File: src/rtl/fetch_queue.sv
// ============================================================================
// fetch_queue
// ----------------------------------------------------------------------------
// Instruction prefetch queue sitting between the PC/instruction-memory fetch
// stage and decode. It buffers {PC, instruction} pairs and hands them to
// decode over a valid/ready handshake. The queue is first-word-fall-through:
// the head entry is presented on Out* as soon as it is written.
//
// Ports:
//   Clk            in   rising-edge clock
//   Reset          in   asynchronous, active-high reset
//   Flush          in   synchronous redirect; discards every queued entry
//   InValid        in   fetch side presents a PC/instruction pair
//   InPC[31:0]     in   PC of the fetched instruction
//   InInstr[31:0]  in   fetched instruction word
//   InReady        out  queue can accept an entry this cycle (Count < DEPTH)
//   OutValid       out  head entry is valid (Count != 0)
//   OutPC[31:0]    out  PC of head entry (0 when empty)
//   OutInstr[31:0] out  instruction of head entry (0 when empty)
//   OutMisaligned  out  head entry PC[1:0] != 0 (0 when empty)
//   OutReady       in   decode consumes the head entry this cycle
//   Count[AW:0]    out  current occupancy, 0..DEPTH
//
// Optional build macro FETCHQ_STATS_EN adds:
//   StallCycles[31:0] out  cycles with InValid && !InReady (saturating)
//   FlushCount[15:0]  out  number of Flush edges (saturating)
//   Both clear on Reset only.
//
// Parameters: DEPTH (power of two, >= 2) and AW = log2(DEPTH).
// ============================================================================
module fetch_queue #(
    parameter int DEPTH = 4,
    parameter int AW    = 2
) (
    input  logic          Clk,
    input  logic          Reset,
    input  logic          Flush,
    input  logic          InValid,
    input  logic [31:0]   InPC,
    input  logic [31:0]   InInstr,
    output logic          InReady,
    output logic          OutValid,
    output logic [31:0]   OutPC,
    output logic [31:0]   OutInstr,
    output logic          OutMisaligned,
    input  logic          OutReady,
    output logic [AW:0]   Count
`ifdef FETCHQ_STATS_EN
    ,
    output logic [31:0]   StallCycles,
    output logic [15:0]   FlushCount
`endif
);

    localparam logic [AW:0]   FULL_COUNT = (AW + 1)'(DEPTH);
    localparam logic [AW-1:0] PTR_ONE    = AW'(1);
    localparam logic [AW:0]   CNT_ONE    = (AW + 1)'(1);

    // ------------------------------------------------------------------------
    // State
    // ------------------------------------------------------------------------
    logic [AW-1:0] wr_ptr_q, wr_ptr_d;
    logic [AW-1:0] rd_ptr_q, rd_ptr_d;
    logic [AW:0]   count_q,  count_d;

    // Storage is not reset; Count alone decides which slots are meaningful.
    logic [31:0]      pc_mem    [DEPTH];
    logic [31:0]      instr_mem [DEPTH];
    logic [DEPTH-1:0] mis_mem;

    logic in_ready;
    logic out_valid;
    logic push_en;
    logic pop_en;

    // Handshake qualifiers depend only on registered state, so there is no
    // combinational path from OutReady to InReady: a full queue that is
    // popped this cycle still refuses the push.
    assign in_ready  = (count_q != FULL_COUNT);
    assign out_valid = (count_q != '0);
    assign push_en   = InValid  && in_ready;
    assign pop_en    = OutReady && out_valid;

    // ------------------------------------------------------------------------
    // Next-state logic. Flush overrides any same-cycle push or pop.
    // ------------------------------------------------------------------------
    always_comb begin
        wr_ptr_d = wr_ptr_q;
        rd_ptr_d = rd_ptr_q;
        count_d  = count_q;
        if (Flush) begin
            wr_ptr_d = '0;
            rd_ptr_d = '0;
            count_d  = '0;
        end else begin
            // Pointers are exactly AW bits wide, so the natural overflow of
            // the increment gives the modulo-DEPTH wrap.
            if (push_en) begin
                wr_ptr_d = wr_ptr_q + PTR_ONE;
            end
            if (pop_en) begin
                rd_ptr_d = rd_ptr_q + PTR_ONE;
            end
            unique case ({push_en, pop_en})
                2'b10:   count_d = count_q + CNT_ONE;
                2'b01:   count_d = count_q - CNT_ONE;
                default: count_d = count_q;
            endcase
        end
    end

    always_ff @(posedge Clk or posedge Reset) begin
        if (Reset) begin
            wr_ptr_q <= '0;
            rd_ptr_q <= '0;
            count_q  <= '0;
        end else begin
            wr_ptr_q <= wr_ptr_d;
            rd_ptr_q <= rd_ptr_d;
            count_q  <= count_d;
        end
    end

    // ------------------------------------------------------------------------
    // Storage write. A push that coincides with Flush is dropped; writing the
    // slot anyway would be harmless, but gating keeps the intent obvious.
    // ------------------------------------------------------------------------
    always_ff @(posedge Clk) begin
        if (push_en && !Flush) begin
            pc_mem[wr_ptr_q]    <= InPC;
            instr_mem[wr_ptr_q] <= InInstr;
            mis_mem[wr_ptr_q]   <= (InPC[1:0] != 2'b00);
        end
    end

    // ------------------------------------------------------------------------
    // Outputs: head entry falls through, forced to zero while empty.
    // ------------------------------------------------------------------------
    assign InReady       = in_ready;
    assign OutValid      = out_valid;
    assign OutPC         = out_valid ? pc_mem[rd_ptr_q]    : 32'h0;
    assign OutInstr      = out_valid ? instr_mem[rd_ptr_q] : 32'h0;
    assign OutMisaligned = out_valid ? mis_mem[rd_ptr_q]   : 1'b0;
    assign Count         = count_q;

`ifdef FETCHQ_STATS_EN
    // ------------------------------------------------------------------------
    // Statistics. Saturating counters, cleared by Reset only (Flush is a
    // normal pipeline event and must not erase the history it is counting).
    // ------------------------------------------------------------------------
    logic [31:0] stall_cycles_q, stall_cycles_d;
    logic [15:0] flush_count_q,  flush_count_d;

    always_comb begin
        stall_cycles_d = stall_cycles_q;
        flush_count_d  = flush_count_q;
        if (InValid && !in_ready && (stall_cycles_q != '1)) begin
            stall_cycles_d = stall_cycles_q + 32'd1;
        end
        if (Flush && (flush_count_q != '1)) begin
            flush_count_d = flush_count_q + 16'd1;
        end
    end

    always_ff @(posedge Clk or posedge Reset) begin
        if (Reset) begin
            stall_cycles_q <= '0;
            flush_count_q  <= '0;
        end else begin
            stall_cycles_q <= stall_cycles_d;
            flush_count_q  <= flush_count_d;
        end
    end

    assign StallCycles = stall_cycles_q;
    assign FlushCount  = flush_count_q;
`endif

endmodule
File: config.mk
export PLATFORM = sky130hd
export DESIGN_NAME = fetch_queue
export DESIGN_NICKNAME = d
export VERILOG_FILES = /design/src/rtl/fetch_queue.sv
export SDC_FILE = /design/constraint.sdc
export NUM_CORES = 1
export LEC_CHECK = 0
export CORE_MARGIN = 1
export CORE_UTILIZATION = 55
export CTS_CLUSTER_SIZE = 28
export DETAILED_ROUTE_END_ITERATION = 10
export PLACE_DENSITY = 0.85
export SYNTH_ARGS = -nofsm -noshare
export SYNTH_HDL_FRONTEND = slang
export SYNTH_SLANG_ARGS = --single-unit
export TNS_END_PERCENT = 5
File: constraint.sdc
create_clock -name Clk -period 3.7 [get_ports Clk]
set_input_delay 0.74 -clock Clk [delete_from_list [all_inputs] [get_ports Clk]]
set_output_delay 0.74 -clock Clk [all_outputs]
set_load 0.02 [all_outputs]
==> impl_metrics.csv, run 1 <==
group,metric,value,unit
timing,slew_violations,0,
synthesis,synth_most_common_cell,"edfxtp_1",
setup_path,crit_fanout,19,
setup_path,path_cells,"buf_4 -> mux4_2 -> and2_1 -> clkdlybuf4s50_1",
synthesis,synth_cell_types,35,
setup_path,cp-end-kind,"output port",
synthesis,synthesis.area,10400,um^2
synthesis,synth_nets,552,
setup_path,critPathLaunchType,"flop",
floorplan,die-area,19500,um^2
clock_tree,cts_buffers,27,
setup_path,cp.arrival,2750,ps
cells_and_area,synthToLayoutAreaGrowth,24.8,%
clock_tree,clk_pin_slew_worst_paths,60,ps
timing,slew_headroom,0.560,
synthesis,synth_async_sr_flop_share,0.0262,
setup_path,cp_slowest_cell,"dfrtp_4",
place,detailed_place_hpwl,11700,um
clock_tree,cts_tree,"done",
global_routing,antenna_found_initial,1,
setup_path,crit_start,"rd_ptr_q[0]",
drt,vias,5034,
timing,fin_crit_sh,0.942,
clock_tree,cts_root_buf,"clkbuf_16",
pwr,p_clk_frac,0.356,
pwr,p_per_area,550,nW/um^2
run,max_cap_violations,0,
cells_and_area,drive_above_1_share,0.199,
synthesis,synth_top_cell_by_area,"edfxtp_1",
pwr,comb_power_share,0.157,
floorplan,num_io_pins,139,
drt,drt-initial-drc-count,322,
drt,wl_per_cell,21.9,um
pwr,power_leakage,4.16,nW
timing,tns,0,ps
setup_path,worst_ep_required_time,2960,ps
clock_tree,post-cts-setup-buffers,0,
cells_and_area,fillCellCount,1093,
timing,setup_viol,0,
place,gp_congestion,0.761,
floorplan,core_area,18300,um^2
setup_path,crit_type,"reg -> out",
global_routing,grt_pass1_wl,30400,um
floorplan,die_x,140,um
clock_tree,cts_num_sinks,267,
timing,clock_skew,8.03,ps
timing,min_period,3490,ps
clock_tree,clk_latency,520,ps
synthesis,ys_seq_elements,267,
synthesis,ys_seq_area_frac,0.767,
global_routing,grt_usage,0.208,
clock_tree,postCtsHoldBufs,0,
floorplan,initial_utilization,0.569,
floorplan,die_h,140,um
timing,hold-worst-slack,490,ps
clock_tree,clockBufferDepth,3,
outcome,status,"complete, no violations",
clock_tree,cts_resized,1,
timing,hold_viol_final,0,
synthesis,synth_top_area_share,0.751,
drt,antenna_left,0,
drt,drc,0,
global_routing,grt.overflow.total,0,
synthesis,syn_inst,478,
clock_tree,cts_max_level,1,
timing,fmax,287,MHz
global_routing,grt_start_max_net_pins,67,
floorplan,placementRows,49,
cells_and_area,layout.nets,708,
global_routing,grt_pass1_vias,5388,
synthesis,ys_warn_count,0,
timing,worst_slew_pin_slew,660,ps
timing,rsz0062_at_grt,"no",
synthesis,synth_top_flop_cell,"edfxtp_1",
setup_path,cpPeakStageDelay,690,ps
synthesis,synth_area_leaders,"edfxtp_1, mux4_2, and2_1",
synthesis,avgSynthCellArea,21.8,um^2
synthesis,yosys-top-cells-count,"edfxtp_1, and2_1, mux4_2",
pwr,p_int,5.51,mW
pwr,p_sw,1.63,mW
synthesis,synth-edff-count,260,
drt,first_pass_iters,5,
drt,avgViaCountPerCell,5.69,
drt,routed_wirelength,19300,um
pwr,switching_share,0.228,
pwr,ir_drop,0.446,mV
pwr,seqPwrFrac,0.487,
place,port_buffers,138,
setup_path,reg2reg_from,"Count[0]",
min_path,hp-class,"in -> async",
-- worst paths after layout --
check | slack (ps) | to | cells after the start
max in group asynchronous | 2940 | rd_ptr_q[1] | 2
hold / removal | 490 | Count[1] | 2
setup reg to reg | 1420 | instr_mem[2][30] | 4
min in group Clk | 610 | wr_ptr_q[1] | 2
hold reg to reg | 610 | wr_ptr_q[1] | 2
setup / recovery | 210 | OutInstr[20] | 4
-- flip-flops by register name, summed over array words and instances (netlist names) --
signal and count:
Count 3, instr_mem 128, mis_mem 4, pc_mem 128
rd_ptr_q 2, wr_ptr_q 2
-- kinds of logic (layout without fill, tap and decap cells) --
logic type / count (synthesis) / after routing / share of synthesized area
xor+xnor: 3 / 3 / 0.00253
buf+inv: 34 / 210 / 0.0207
compound gates: 14 / 14 / 0.00926
flops: 267 / 267 / 0.767
fa+ha+maj: 5 / 5 / 0.00674
other cells: 0 / 1 / 0
mux: 66 / 66 / 0.142
simple gates: 89 / 89 / 0.0516
-- final cells by class --
class	count	area (um^2)	area share
flip-flops and latches	267	7990	0.615
multi-input cells	177	2220	0.171
repair buffers	154	1630	0.125
clock buffers	39	731	0.0563
well taps	229	287	0.0221
clock inverters	10	101	0.00781
inverters	7	26.3	0.00202
diodes	1	2.50	0.000193
-- critical path, delay by kind of cell, from the launching register on --
kind | cells | cell delay (ps)
buffers and inverters | 2 | 830
multiplexers | 1 | 540
flip-flops | 1 | 690
AND/OR/NAND/NOR | 1 | 180
-- per-stage QoR --
stage	area (um^2)	std cells	worst slack (ps)	utilization	total power, mW
2_1_floorplan	10400	478	325	-	4.19
3_3_place_gp	12100	834	611	0.665	4.63
3_5_place_dp	12100	834	517	0.665	4.66
4_1_cts	13000	883	152	0.711	7.21
5_1_grt	13000	883	61.6	0.711	7.38
6_report	13000	884	213	0.711	7.13
-- power groups by stage --
stage / logic, mW / clock network (mW) / registers, mW
2_1_floorplan: 0.681 / 0 / 3.50
3_3_place_gp: 1.10 / 0 / 3.53
3_5_place_dp: 1.13 / 0 / 3.54
4_1_cts: 1.14 / 2.59 / 3.48
5_1_grt: 1.19 / 2.70 / 3.49
6_report: 1.12 / 2.54 / 3.47
-- routing by layer --
metal / up-vias / GRT usage / part of all wire
li1: 2249 / - / -
met5: - / 0 / 0
met4: 0 / 0.0415 / 0.015
met3: 28 / 0.0399 / 0.058
met1: 2586 / 0.282 / 0.41
met2: 171 / 0.356 / 0.51
-- placed cells by master (no fill, tap or decap), types with 3 or more instances in the layout --
master           count
edfxtp_1           260
clkdlybuf4s50_1    138
mux4_2              65
and2_1              65
clkbuf_16           27
clkbuf_1            11
buf_12              10
inv_1                7
clkinv_2             6
buf_4                6
dfrtp_1              5
nor2_1               5
nand3_1              4
or2_2                4
and2_4               4
ha_1                 4
a21oi_1              3
Note: power is estimated with default switching activity, not from simulation.
==> run 2, diff against run 1 <==
--- a/config.mk
+++ b/config.mk
@@ -10,6 +10,7 @@
 export CTS_CLUSTER_SIZE = 28
 export DETAILED_ROUTE_END_ITERATION = 10
 export PLACE_DENSITY = 0.85
+export SKIP_CTS_REPAIR_TIMING = 1
 export SYNTH_ARGS = -nofsm -noshare
 export SYNTH_HDL_FRONTEND = slang
 export SYNTH_SLANG_ARGS = --single-unit
==> run 2 against run 1 <==
Register-to-register slack hardly changed. Final cell count stayed put. Utilization stayed put. Global-route usage hardly changed. Sequential power hardly changed. Flip-flop and latch count stayed put. Combinational power hardly changed. Hold slack better by 3.5 ps. Critical path depth stayed put. Worst setup slack better by 1.4 ps. Count of clock-buffer cells in the layout stayed put. Clock skew hardly changed. Largest cell class unchanged.
==> impl_metrics.csv, run 2 (synthesized netlist as in run 1, its figures left out) <==
group,metric,value,unit
clock_tree,cts_tree,"done",
timing,slew_headroom,0.562,
floorplan,die-area,19500,um^2
drt,drc,0,
pwr,p_sw,1.63,mW
drt,avgViaCountPerCell,5.70,
timing,worst_slew_pin_slew,657,ps
pwr,comb_power_share,0.157,
setup_path,crit_fanout,19,
pwr,p_int,5.51,mW
drt,routed_wirelength,19300,um
cells_and_area,stdcell_count,884,
global_routing,grt.overflow.total,0,
clock_tree,clk_latency,520,ps
timing,rsz0062_at_grt,"no",
cells_and_area,layout.nets,708,
pwr,p_per_area,550,nW/um^2
pwr,seqPwrFrac,0.487,
run,max_cap_violations,0,
timing,slew_violations,0,
place,placed_cell_area,12100,um^2
cells_and_area,synthToLayoutAreaGrowth,24.8,%
place,port_buffers,138,
timing,fmax,287,MHz
drt,drt-initial-drc-count,323,
drt,first_pass_iters,4,
clock_tree,cts_buffers,27,
outcome,status,"complete, no violations",
clock_tree,clk_pin_slew_worst_paths,60,ps
clock_tree,clockBufferDepth,3,
timing,hold-worst-slack,494,ps
timing,tns,0,ps
floorplan,initial_utilization,0.569,
global_routing,antenna_found_initial,1,
timing,setup_viol,0,
clock_tree,cts_root_buf,"clkbuf_16",
clock_tree,cts_max_level,1,
setup_path,crit_type,"reg -> out",
place,gp_congestion,0.761,
clock_tree,cts_num_sinks,267,
place,dp.cells,834,
timing,clock_skew,7.76,ps
floorplan,die_h,140,um
global_routing,grt_usage,0.208,
timing,min_period,3490,ps
setup_path,critPathLaunchType,"flop",
global_routing,grt_start_max_net_pins,67,
drt,antenna_left,0,
cells_and_area,most-common-layout-cells,"edfxtp_1, clkdlybuf4s50_1, mux4_2, and2_1, clkbuf_16",
global_routing,grt_pass1_wl,30400,um
floorplan,placementRows,49,
timing,hold_viol_final,0,
pwr,power_leakage,4.16,nW
place,detailed_place_hpwl,11700,um
drt,vias,5041,
setup_path,cp-end-kind,"output port",
pwr,p_total,7.14,mW
pwr,p_clk_frac,0.356,
global_routing,grt_pass1_vias,5391,
drt,wl_per_cell,21.8,um
place,dp_worst_setup_slack,517,ps
cells_and_area,reg_top3,"instr_mem (128), pc_mem (128), mis_mem (4)",
pwr,switching_share,0.228,
pwr,ir_drop,0.445,mV
timing,fin_crit_sh,0.942,
setup_path,cp.arrival,2750,ps
floorplan,num_io_pins,139,
cells_and_area,finish.utilization,0.711,
floorplan,core_area,18300,um^2
timing,worst_slack,214,ps
setup_path,worstRegToRegCells,4,
setup_path,worst_ep_required_time,2960,ps
cells_and_area,drive_above_1_share,0.199,
min_path,hp-class,"in -> async",
floorplan,die_x,140,um
cells_and_area,mostFrequentLayoutCell,"edfxtp_1",
cells_and_area,finalInstanceArea,13000,um^2
[run 2: cell counts in the layout (fill, tap and decap cells not counted)]
No cell type changed its count.
[run 2: worst max-delay path, stage by stage (launching register included)]
cell             delay [ps]
dfrtp_4                 680
buf_4                   300
mux4_2                  540
and2_1                  180
clkdlybuf4s50_1         530
[run 2: metal layers]
layer | up-vias | global-route usage | part of all wire
li1 | 2245 | - | -
met5 | - | 0 | 0
met4 | 0 | 0.0415 | 0.015
met1 | 2596 | 0.282 | 0.42
met2 | 172 | 0.357 | 0.51
met3 | 28 | 0.0392 | 0.051
[run 2: final cells by class]
| cell class | instances | area [um^2] |
|---|---|---|
| diodes | 1 | 2.50 |
| fillers | 1093 | 5290 |
| well taps | 229 | 287 |
| multi-input cells | 177 | 2220 |
| clock buffers | 39 | 731 |
| flip-flops and latches | 267 | 7990 |
| repair buffers | 154 | 1630 |
| inverters | 7 | 26.3 |
| clock inverters | 10 | 101 |
[run 2: power by group through the flow]
stage / Clock, mW / Sequential [mW] / Combinational, mW
floorplan: 0 / 3.50 / 0.681
global placement: 0 / 3.53 / 1.10
detailed placement: 0 / 3.54 / 1.13
CTS: 2.59 / 3.48 / 1.13
global route: 2.70 / 3.49 / 1.19
finish: 2.54 / 3.47 / 1.12
[run 2: worst paths after layout]
check | startpoint | end | slack (ps)
max | rd_ptr_q[0] | OutInstr[20] | 210
min | Reset | Count[1] | 490
max reg2reg | Count[0] | pc_mem[2][17] | 1420
min reg2reg | wr_ptr_q[1] | wr_ptr_q[1] | 610
max in group asynchronous | Reset | rd_ptr_q[1] | 2940
min in group Clk | wr_ptr_q[1] | wr_ptr_q[1] | 610
==> run 3, diff against run 2 <==
--- a/config.mk
+++ b/config.mk
@@ -11,6 +11,7 @@
 export DETAILED_ROUTE_END_ITERATION = 10
 export PLACE_DENSITY = 0.85
 export SKIP_CTS_REPAIR_TIMING = 1
+export SLEW_MARGIN = 20
 export SYNTH_ARGS = -nofsm -noshare
 export SYNTH_HDL_FRONTEND = slang
 export SYNTH_SLANG_ARGS = --single-unit
==> results of run 3 <==
Same layout as run 2: the final DEF is identical, and so are final timing and power.
